===== config.mk =====
export PLATFORM = sky130hd
export DESIGN_NAME = decode_sequencer_flat
export DESIGN_NICKNAME = d
export VERILOG_FILES = /design/src/rtl/decode_sequencer_if.sv /design/src/rtl/decode_sequencer.sv /design/src/flat_wrapper.sv
export SDC_FILE = /design/constraint.sdc
export NUM_CORES = 1
export LEC_CHECK = 0
export CAP_MARGIN = 20
export CORE_MARGIN = 5
export CORE_UTILIZATION = 40
export DETAILED_ROUTE_END_ITERATION = 12
export GPL_ROUTABILITY_DRIVEN = 0
export GPL_TIMING_DRIVEN = 1
export PLACE_DENSITY_LB_ADDON = 0.08
export SYNTH_ARGS = -nofsm -noshare
export SYNTH_HDL_FRONTEND = slang
export SYNTH_SLANG_ARGS = --single-unit
export TNS_END_PERCENT = 10

===== constraint.sdc =====
create_clock -name clock -period 4.4 [get_ports clock]
set_input_delay 1.1 -clock clock [delete_from_list [all_inputs] [get_ports clock]]
set_output_delay 1.1 -clock clock [all_outputs]
set_load 0.01 [all_outputs]

===== src/rtl/decode_sequencer_if.sv =====
// Bus between the decode sequencer and its program ROM, ALU, accumulator and data RAM.
// master = sequencer side, slave = datapath/memory side.
interface decode_sequencer_if;
    logic [7:0]  prog_data;
    logic        alu_c;
    logic        alu_z;
    logic [11:0] pc;
    logic [2:0]  alu_f;
    logic [3:0]  imm;
    logic [11:0] ram_addr;
    logic        src_ram;
    logic        load_accu;
    logic        ram_we;
    logic        c_flag;
    logic        z_flag;
    logic        halted;

    modport master (
        input  prog_data, alu_c, alu_z,
        output pc, alu_f, imm, ram_addr, src_ram, load_accu, ram_we,
               c_flag, z_flag, halted
    );

    modport slave (
        output prog_data, alu_c, alu_z,
        input  pc, alu_f, imm, ram_addr, src_ram, load_accu, ram_we,
               c_flag, z_flag, halted
    );
endinterface


===== src/rtl/decode_sequencer.sv =====
// Fetch/decode control for the 4-bit processor: fetches one or two program bytes,
// then drives ALU/memory enables for a single EXEC cycle and steers the pc.
module decode_sequencer #(
    parameter logic [11:0] RESET_VECTOR = 12'h000
) (
    input  logic               clock,
    input  logic               reset,
    decode_sequencer_if.master bus
);
    typedef enum logic [1:0] {ST_FETCH, ST_FETCH2, ST_EXEC, ST_HALT} state_t;

    state_t      state_q, state_d;
    logic [11:0] pc_q, pc_d;
    logic [7:0]  ir_q, ir_d;
    logic [7:0]  op2_q, op2_d;
    logic        c_q, c_d;
    logic        z_q, z_d;

    logic [2:0]  alu_f;
    logic        src_ram;
    logic        load_accu;
    logic        ram_we;
    logic        load_flags;
    logic        take_jump;
    logic [3:0]  opcode;
    logic [3:0]  fetch_opcode;
    logic [11:0] operand_addr;
    logic [11:0] pc_inc;

    assign opcode       = ir_q[7:4];
    assign fetch_opcode = bus.prog_data[7:4];
    assign operand_addr = {ir_q[3:0], op2_q};
    assign pc_inc       = pc_q + 12'd1;

    always_comb begin
        state_d    = state_q;
        pc_d       = pc_q;
        ir_d       = ir_q;
        op2_d      = op2_q;
        c_d        = c_q;
        z_d        = z_q;
        alu_f      = 3'b000;
        src_ram    = 1'b0;
        load_accu  = 1'b0;
        ram_we     = 1'b0;
        load_flags = 1'b0;
        take_jump  = 1'b0;

        case (state_q)
            ST_FETCH: begin
                ir_d    = bus.prog_data;
                pc_d    = pc_inc;
                // Opcodes 5..B carry a second address byte.
                state_d = ((fetch_opcode >= 4'h5) && (fetch_opcode <= 4'hB)) ? ST_FETCH2 : ST_EXEC;
            end
            ST_FETCH2: begin
                op2_d   = bus.prog_data;
                pc_d    = pc_inc;
                state_d = ST_EXEC;
            end
            ST_EXEC: begin
                case (opcode)
                    4'h1: begin alu_f = 3'b010; load_accu = 1'b1; load_flags = 1'b1; end
                    4'h2: begin alu_f = 3'b011; load_accu = 1'b1; load_flags = 1'b1; end
                    4'h3: begin alu_f = 3'b001; load_flags = 1'b1; end
                    4'h4: begin alu_f = 3'b100; load_accu = 1'b1; load_flags = 1'b1; end
                    4'h5: begin alu_f = 3'b010; src_ram = 1'b1; load_accu = 1'b1; load_flags = 1'b1; end
                    4'h6: begin alu_f = 3'b000; ram_we = 1'b1; end
                    4'h7: begin alu_f = 3'b011; src_ram = 1'b1; load_accu = 1'b1; load_flags = 1'b1; end
                    4'h8: take_jump = 1'b1;
                    4'h9: take_jump = c_q;
                    4'hA: take_jump = z_q;
                    4'hB: take_jump = ~z_q;
                    default: ;
                endcase
                if (load_flags) begin
                    c_d = bus.alu_c;
                    z_d = bus.alu_z;
                end
                if (take_jump) begin
                    pc_d = operand_addr;
                end
                state_d = (opcode == 4'hF) ? ST_HALT : ST_FETCH;
            end
            ST_HALT: ;
            default: state_d = ST_FETCH;
        endcase
    end

    always_ff @(posedge clock or posedge reset) begin
        if (reset) begin
            state_q <= ST_FETCH;
            pc_q    <= RESET_VECTOR;
            ir_q    <= 8'h00;
            op2_q   <= 8'h00;
            c_q     <= 1'b0;
            z_q     <= 1'b0;
        end else begin
            state_q <= state_d;
            pc_q    <= pc_d;
            ir_q    <= ir_d;
            op2_q   <= op2_d;
            c_q     <= c_d;
            z_q     <= z_d;
        end
    end

    assign bus.pc        = pc_q;
    assign bus.alu_f     = alu_f;
    assign bus.imm       = ir_q[3:0];
    assign bus.ram_addr  = operand_addr;
    assign bus.src_ram   = src_ram;
    assign bus.load_accu = load_accu;
    assign bus.ram_we    = ram_we;
    assign bus.c_flag    = c_q;
    assign bus.z_flag    = z_q;
    assign bus.halted    = (state_q == ST_HALT);
endmodule


===== src/flat_wrapper.sv =====
// flat-port wrapper written by rule: the top's interface ports become plain ports
module decode_sequencer_flat 
#(
    parameter logic [11:0] RESET_VECTOR = 12'h000
)
  (clock, reset, bus_prog_data, bus_alu_c, bus_alu_z, bus_pc, bus_alu_f, bus_imm, bus_ram_addr, bus_src_ram, bus_load_accu, bus_ram_we, bus_c_flag, bus_z_flag, bus_halted);
  decode_sequencer_if bus_i ();
  input  logic clock;
  input  logic reset;
  input wire logic [$bits(bus_i.prog_data)-1:0] bus_prog_data;
  input wire logic [$bits(bus_i.alu_c)-1:0] bus_alu_c;
  input wire logic [$bits(bus_i.alu_z)-1:0] bus_alu_z;
  output wire logic [$bits(bus_i.pc)-1:0] bus_pc;
  output wire logic [$bits(bus_i.alu_f)-1:0] bus_alu_f;
  output wire logic [$bits(bus_i.imm)-1:0] bus_imm;
  output wire logic [$bits(bus_i.ram_addr)-1:0] bus_ram_addr;
  output wire logic [$bits(bus_i.src_ram)-1:0] bus_src_ram;
  output wire logic [$bits(bus_i.load_accu)-1:0] bus_load_accu;
  output wire logic [$bits(bus_i.ram_we)-1:0] bus_ram_we;
  output wire logic [$bits(bus_i.c_flag)-1:0] bus_c_flag;
  output wire logic [$bits(bus_i.z_flag)-1:0] bus_z_flag;
  output wire logic [$bits(bus_i.halted)-1:0] bus_halted;
  assign bus_i.prog_data = bus_prog_data;
  assign bus_i.alu_c = bus_alu_c;
  assign bus_i.alu_z = bus_alu_z;
  assign bus_pc = bus_i.pc;
  assign bus_alu_f = bus_i.alu_f;
  assign bus_imm = bus_i.imm;
  assign bus_ram_addr = bus_i.ram_addr;
  assign bus_src_ram = bus_i.src_ram;
  assign bus_load_accu = bus_i.load_accu;
  assign bus_ram_we = bus_i.ram_we;
  assign bus_c_flag = bus_i.c_flag;
  assign bus_z_flag = bus_i.z_flag;
  assign bus_halted = bus_i.halted;
  decode_sequencer #(.RESET_VECTOR(RESET_VECTOR)) u_core (.clock(clock), .reset(reset), .bus(bus_i));
endmodule

==> results of run 1 <==
==> state kept, by name, summed over array words and instances (netlist names) <==
name               count
u_core.bus.c_flag      1
u_core.bus.pc         12
u_core.ir_q            8
u_core.bus.z_flag      1
u_core.state_q         2
u_core.op2_q           8
==> power groups by stage <==
stage               clock network (mW)  registers, mW  logic (mW)
global placement                     0          0.641        1.06
finish                           0.231          0.647        1.08
CTS                              0.239          0.646        1.10
floorplan                            0          0.619       0.706
global route                     0.251          0.678        1.19
detailed placement                   0          0.652        1.09
==> layer usage <==
metal | vias to the layer above | routed length, um
li1 | 728 | -
met5 | - | 0
met4 | 0 | 40
met3 | 4 | 221
met2 | 36 | 2280
met1 | 751 | 2040
==> how the worst max path moves through the flow <==
stage | start | end | slack, ns | cells after the start
6_report | u_core.state_q[0]$_DFFE_PP0P_ | bus_ram_we | 0.84 | 7
2_1_floorplan | u_core.state_q[0]$_DFFE_PP0P_ | bus_ram_we | 1.80 | 6
3_3_place_gp | u_core.state_q[0]$_DFFE_PP0P_ | bus_ram_we | 1.31 | 7
5_1_grt | u_core.state_q[0]$_DFFE_PP0P_ | bus_ram_we | 0.64 | 7
4_1_cts | u_core.state_q[0]$_DFFE_PP0P_ | bus_ram_we | 0.84 | 7
3_5_place_dp | u_core.state_q[0]$_DFFE_PP0P_ | bus_ram_we | 1.15 | 7
==> worst max-delay path, delay by kind of cell (launching register included) <==
| kind | cells | cell delay (ns) |
|---|---|---|
| AND/OR/NAND/NOR | 3 | 0.56 |
| buffers and inverters | 3 | 1.02 |
| adder cells (fa/ha/maj) | 1 | 0.16 |
| flip-flops | 1 | 0.43 |
==> logic make-up after synthesis <==
group / count (synthesis) / share of synthesized area
AND/OR/NAND/NOR: 52 / 0.155
multiplexers: 19 / 0.115
adder cells (fa/ha/maj): 6 / 0.0408
AO/OA/AOI/OAI: 41 / 0.165
buffers and inverters: 25 / 0.0700
XOR/XNOR: 4 / 0.0190
flip-flops: 32 / 0.435
==> metrics by stage <==
stage / util / power (mW) / cells / cell area [sq um]
after global placement: 0.519 / 1.70 / 261 / 2290
after floorplan: - / 1.32 / 179 / 1840
after detailed placement: 0.519 / 1.74 / 261 / 2290
final: 0.540 / 1.96 / 269 / 2380
after global routing: 0.540 / 2.12 / 269 / 2380
after CTS: 0.540 / 1.98 / 269 / 2380
==> cells in the mapped netlist (5+ instances only) <==
cell type	instances
sky130_fd_sc_hd__a21oi_1	5
sky130_fd_sc_hd__a22oi_1	7
sky130_fd_sc_hd__and3_1	6
sky130_fd_sc_hd__buf_4	8
sky130_fd_sc_hd__clkbuf_1	7
sky130_fd_sc_hd__dfrtp_1	32
sky130_fd_sc_hd__ha_1	6
sky130_fd_sc_hd__inv_1	5
sky130_fd_sc_hd__mux2_2	18
sky130_fd_sc_hd__nor2_1	15
sky130_fd_sc_hd__o22ai_1	8
sky130_fd_sc_hd__o2bb2ai_1	8
==> cell type report <==
cell class,instances,area share
Sequential cell,32,0.336
Inverter,5,0.00788
Tap cell,52,0.0273
Timing Repair Buffer,50,0.208
Multi-Input combinational cell,122,0.383
Clock buffer,8,0.0378
==> reports/metrics.yaml, run 1 <==
route:
  routed-via-count: 1519
  final_antenna_net_count: 0
  via_per_inst: 5.65
  drt-pass1-iter-count: 4
  detailedRoute.firstIterationViolations: 112
  routed_wire_length_per_instance_um: 17.0
  detail_route.drc_violations: 0
  wirelength_um: 4580
timing:
  setup_slack_ns: 0.839
  timing.fmax_ghz: 0.281
  final_min_period_over_clock_period: 0.809
  final.setup.tns_ns: 0
  timing.slew.headroom: 0.307
  rsz0062_at_grt: "no"
  final-setup-viol-count: 0
  hold_slack_ns: 0.534
  skew_ns: 0.00474
  final_max_slew_viol_count: 0
  tightest_slew_ns: 1.04
  hold_viol_final: 0
  final.min_clock_period_ns: 3.56
critical_path:
  crit_path_max_incr_delay_ns: 0.57
  rr_startpoint: "u_core.state_q[0]$_DFFE_PP0P_"
  endpoint_type_of_the_worst_setup_path: "primary output"
  cp_data_required_time_ns: 3.30
  worst_r2r_endpoint: "u_core.bus.pc[10]$_DFFE_PP0P_"
  critical_path.slowest_cell: "sky130_fd_sc_hd__clkdlybuf4s50_1"
  timing.critical_path.cells: "inv_1 -> ha_1 -> buf_4 -> nor2b_1 -> nand2_1 -> nor3b_1 -> clkdlybuf4s50_1"
  timing.setup.critical_path_class: "register to primary output"
  nature_of_the_critical_path_startpoint: "register"
  reg2regPathDepth: 7
  reg2reg_setup_slack_ns: 1.68
  worst_ep_arrival_time_ns: 2.46
  path_max_fanout: 39
cells_and_area:
  layout_common_cells: "48 x sky130_fd_sc_hd__clkdlybuf4s50_1, 32 x sky130_fd_sc_hd__dfrtp_1, 18 x sky130_fd_sc_hd__mux2_2"
  regArea_sq_um: 801
  drive_gt1_frac: 0.147
  fin_nets: 234
  layout.cells.most_common: "sky130_fd_sc_hd__clkdlybuf4s50_1"
  multi_input_area_sq_um: 912
  fillers: 395
  synthesis_to_layout_area_growth_pct: 29.3
  num_antenna_cells: 0
cts:
  cts.repair.resized: 0
  clockBufferDepth: 2
  cts-root-buf: "sky130_fd_sc_hd__clkbuf_8"
  cts-buffers-inserted: 5
  postCtsHoldBufs: 0
  insertion_delay_ns: 0.28
  depth_of_the_cts_h_tree: 2
  postCtsSetupBuffers: 0
  clock_tree_from_tritoncts: "built"
  reg_clk_slew_reported_paths_ns: 0.06
  numClockSinks: 32
grt:
  global_route.usage.met2: 0.255
  grt.total_usage: 0.158
  grt_remaining_overflow: 0
  grt_max_degree: 40
  grt_pass1_vias: 1506
  grt_use_met1: 0.208
  met3_usage: 0.0486
  gr-max-usage-layer: "met2"
  first_pass_grt_wire_length_um: 7620
  antenna_found_initial: 0
yosys:
  synth_instances: 179
  synth_seq_cells: 32
  postSynth.topFlopCell: "sky130_fd_sc_hd__dfrtp_1"
  avgSynthCellArea_sq_um: 10.3
  synth.cell_area_sq_mm: 0.00184
  synth_edf_count: 0
  synth.net_count: 197
  synth-async-reset-ratio: 1.00
  ys.warnings.count: 0
  yosys-top-cells-area: "sky130_fd_sc_hd__dfrtp_1 43%, sky130_fd_sc_hd__mux2_2 11%, sky130_fd_sc_hd__ha_1 4.1%"
  post_synth_num_cell_types: 41
  synth.yosys.seq_area_share: 0.435
  yosysTopAreaCell: "sky130_fd_sc_hd__dfrtp_1"
  yosys.area.top_type_share: 0.435
power:
  power_density_mw_per_mm2: 823
  total_leakage_power_nw: 0.951
  netSwitchingFraction: 0.406
  power_frac_seq: 0.330
  pwr-share-clk: 0.118
  internal_mw: 1.16
  power.combinational.fraction: 0.553
  power.ir.vdd_worst_v: 0.000395
  power.net_switching_mw: 0.797
min_path:
  whs_endpoint: "u_core.bus.pc[11]$_DFFE_PP0P_"
  timing.hold.worst.class: "register to register"
  hold_path_startpoint: "u_core.bus.pc[11]$_DFFE_PP0P_"
  hold-path-cell-count: 1
floorplanning:
  pin_count: 49
  dieWidth_um: 77.9
  core-area_sq_mm: 0.00441
  start_util: 0.417
  dieArea_sq_mm: 0.00606
  die_height_um: 77.9
  std_cell_rows: 24
run_status:
  status: "complete, no violations"
placed_design:
  placement.setup.worst_slack_ns: 1.15
  dp_hpwl_um: 3290
  numPortBuffers: 48
flow_run:
  maxCapViolations: 0
Power figures use the tool's default switching activity.
==> run 2: changes to the inputs <==
Clock period 4.4 ns to 3.68 ns, I/O delays scaled along.
==> reports/metrics.yaml, run 2 (synthesis results as in run 1) <==
route:
  detailedRoute.firstIterationViolations: 162  # was 112
  detail_route.drc_violations: 0  # unchanged
  final_antenna_net_count: 0  # unchanged
  routed-via-count: 1525  # was 1,519
  routed_wire_length_per_instance_um: 16.4  # was 17.0 um
  drt-pass1-iter-count: 4  # unchanged
  wirelength_um: 4460  # was 4580 um
  via_per_inst: 5.63  # was 5.65
cells_and_area:
  multi_input_area_sq_um: 912  # unchanged
  largest_reg_flops: 12  # unchanged
  layoutNonFillerInstCount: 271  # was 269
  layout_common_cells: "48 x sky130_fd_sc_hd__clkdlybuf4s50_1, 32 x sky130_fd_sc_hd__dfrtp_1, 18 x sky130_fd_sc_hd__mux2_2"  # unchanged
  layout.cell_area.non_filler_sq_mm: 0.00243  # was 0.00238 sq mm
  synthesis_to_layout_area_growth_pct: 32.1  # was 29.3%
  fin_nets: 236  # was 234
  regArea_sq_um: 801  # unchanged
  drive_gt1_frac: 0.164  # was 0.147
  fillers: 398  # was 395
  layout.cells.most_common: "sky130_fd_sc_hd__clkdlybuf4s50_1"  # unchanged
  num_antenna_cells: 0  # unchanged
placed_design:
  placement.setup.worst_slack_ns: 0.822  # was 1.15 ns
  placed_cell_area_sq_mm: 0.00231  # was 0.00229 sq mm
  place.detailed.instances: 263  # was 261
  numPortBuffers: 48  # unchanged
  dp_hpwl_um: 3260  # was 3290 um
grt:
  antenna_found_initial: 0  # unchanged
  grt_max_degree: 39  # was 40
  grt_pass1_vias: 1509  # was 1,506
  grt.total_usage: 0.156  # was 0.158
  grt_remaining_overflow: 0  # unchanged
  first_pass_grt_wire_length_um: 7650  # was 7620 um
timing:
  final-setup-viol-count: 0  # unchanged
  timing.fmax_ghz: 0.318
  hold_viol_final: 0  # unchanged
  timing.slew.headroom: 0.623  # was 0.307
  rsz0062_at_grt: "no"  # unchanged
  final_max_slew_viol_count: 0  # unchanged
  skew_ns: 0.00392  # was 0.00474 ns
  final.min_clock_period_ns: 3.15
  final.setup.tns_ns: 0  # unchanged
  final_min_period_over_clock_period: 0.856
  setup_slack_ns: 0.531  # was 0.839 ns
  tightest_slew_ns: 0.565  # was 1.04 ns
power:
  power_density_mw_per_mm2: 1010  # was 823 mW/mm^2
  total_leakage_power_nw: 0.980  # was 0.951 nW
  power.ir.vdd_worst_v: 0.000459  # was 0.000395 V
floorplanning:
  pin_count: 49  # unchanged
  dieArea_sq_mm: 0.00606  # unchanged
  core-area_sq_mm: 0.00441  # unchanged
  start_util: 0.417  # unchanged
  die_height_um: 77.9  # unchanged
  std_cell_rows: 24  # unchanged
  dieWidth_um: 77.9  # unchanged
cts:
  cts-root-buf: "sky130_fd_sc_hd__clkbuf_8"  # unchanged
  clockBufferDepth: 2  # unchanged
  postCtsHoldBufs: 0  # unchanged
  cts-buffers-inserted: 5  # unchanged
  cts.repair.resized: 0  # unchanged
  clock_tree_from_tritoncts: "built"  # unchanged
  postCtsSetupBuffers: 0  # unchanged
  numClockSinks: 32  # unchanged
  depth_of_the_cts_h_tree: 2  # unchanged
  reg_clk_slew_reported_paths_ns: 0.06  # about the same
  insertion_delay_ns: 0.28  # about the same
critical_path:
  path_max_fanout: 38  # was 39
  critical_path.slowest_cell: "sky130_fd_sc_hd__clkdlybuf4s50_1"  # unchanged
  nature_of_the_critical_path_startpoint: "register"  # unchanged
  timing.critical_path.cells: "inv_1 -> ha_1 -> buf_4 -> nand2b_1 -> a211oi_1 -> clkdlybuf4s50_1"  # was inv_1 -> ha_1 -> buf_4 -> nor2b_1 -> nand2_1 -> nor3b_1 -> clkdlybuf4s50_1
  endpoint_type_of_the_worst_setup_path: "primary output"  # unchanged
  cp_data_required_time_ns: 2.76  # was 3.30 ns
  worst_ep_arrival_time_ns: 2.23  # was 2.46 ns
  crit_path_max_incr_delay_ns: 0.57  # about the same
  timing.setup.critical_path_class: "register to primary output"  # unchanged
run_status:
  status: "complete, no violations"  # unchanged
flow_run:
  maxCapViolations: 0  # unchanged
min_path:
  timing.hold.worst.class: "register to register"  # unchanged
[run 2: changes by cell type in the layout (fill, tap and decap cells not counted), sizes merged]
| cell | change |
|---|---|
| buf | +2 |
| clkbuf | -1 |
| bufinv | +1 |
[run 2: final timing paths]
check	startpoint	endpoint	slack [ns]	cells past startpoint
max in group asynchronous	reset	u_core.ir_q[0]$_DFFE_PP0P_	2.35	3
min	u_core.bus.pc[11]$_DFFE_PP0P_	u_core.bus.pc[11]$_DFFE_PP0P_	0.53	1
max reg2reg	u_core.state_q[0]$_DFFE_PP0P_	u_core.bus.pc[9]$_DFFE_PP0P_	1.50	8
min reg2reg	u_core.bus.pc[11]$_DFFE_PP0P_	u_core.bus.pc[11]$_DFFE_PP0P_	0.53	1
min in group asynchronous	reset	u_core.op2_q[4]$_DFFE_PP0P_	1.03	3
max	u_core.state_q[0]$_DFFE_PP0P_	bus_load_accu	0.53	6
[run 2: area by class of cell]
class / instances / share of cell area
clock buffer: 7 / 0.0396
clock inverter: 1 / 0.0123
inverter: 5 / 0.00771
multi-input combinational: 122 / 0.375
sequential: 32 / 0.329
tap: 52 / 0.0267
timing repair buffer: 52 / 0.210
[run 2: critical path: cells and delay by family, from the launching register on]
| family | cells | cell delay [ns] |
|---|---|---|
| flip-flops | 1 | 0.43 |
| AND/OR/NAND/NOR | 1 | 0.15 |
| AO/OA/AOI/OAI | 1 | 0.18 |
| adder cells (fa/ha/maj) | 1 | 0.17 |
| buffers and inverters | 3 | 1.01 |
[run 2: where the power goes]
part           switching (mW)  internal (mW)  leakage (nW)
combinational           0.590          0.721         0.538
sequential              0.240          0.533         0.378
clock                   0.125          0.239        0.0645
[run 2: stage by stage]
stage                     hold WS [ns]  utilization  power [mW]
after global placement           0.501        0.523        2.06
after CTS                        0.529        0.551        2.48
after detailed placement         0.513        0.523        2.10
after global routing             0.542        0.551        2.64
after floorplan                  0.529            -        1.58
final                            0.526        0.551        2.45
[run 2: metal layers]
metal,vias up,global-route usage,part of all wire
li1,732,-,-
met1,740,0.207,0.44
met2,45,0.244,0.48
met3,8,0.0521,0.063
met4,0,0.0447,0.011
met5,-,0,0
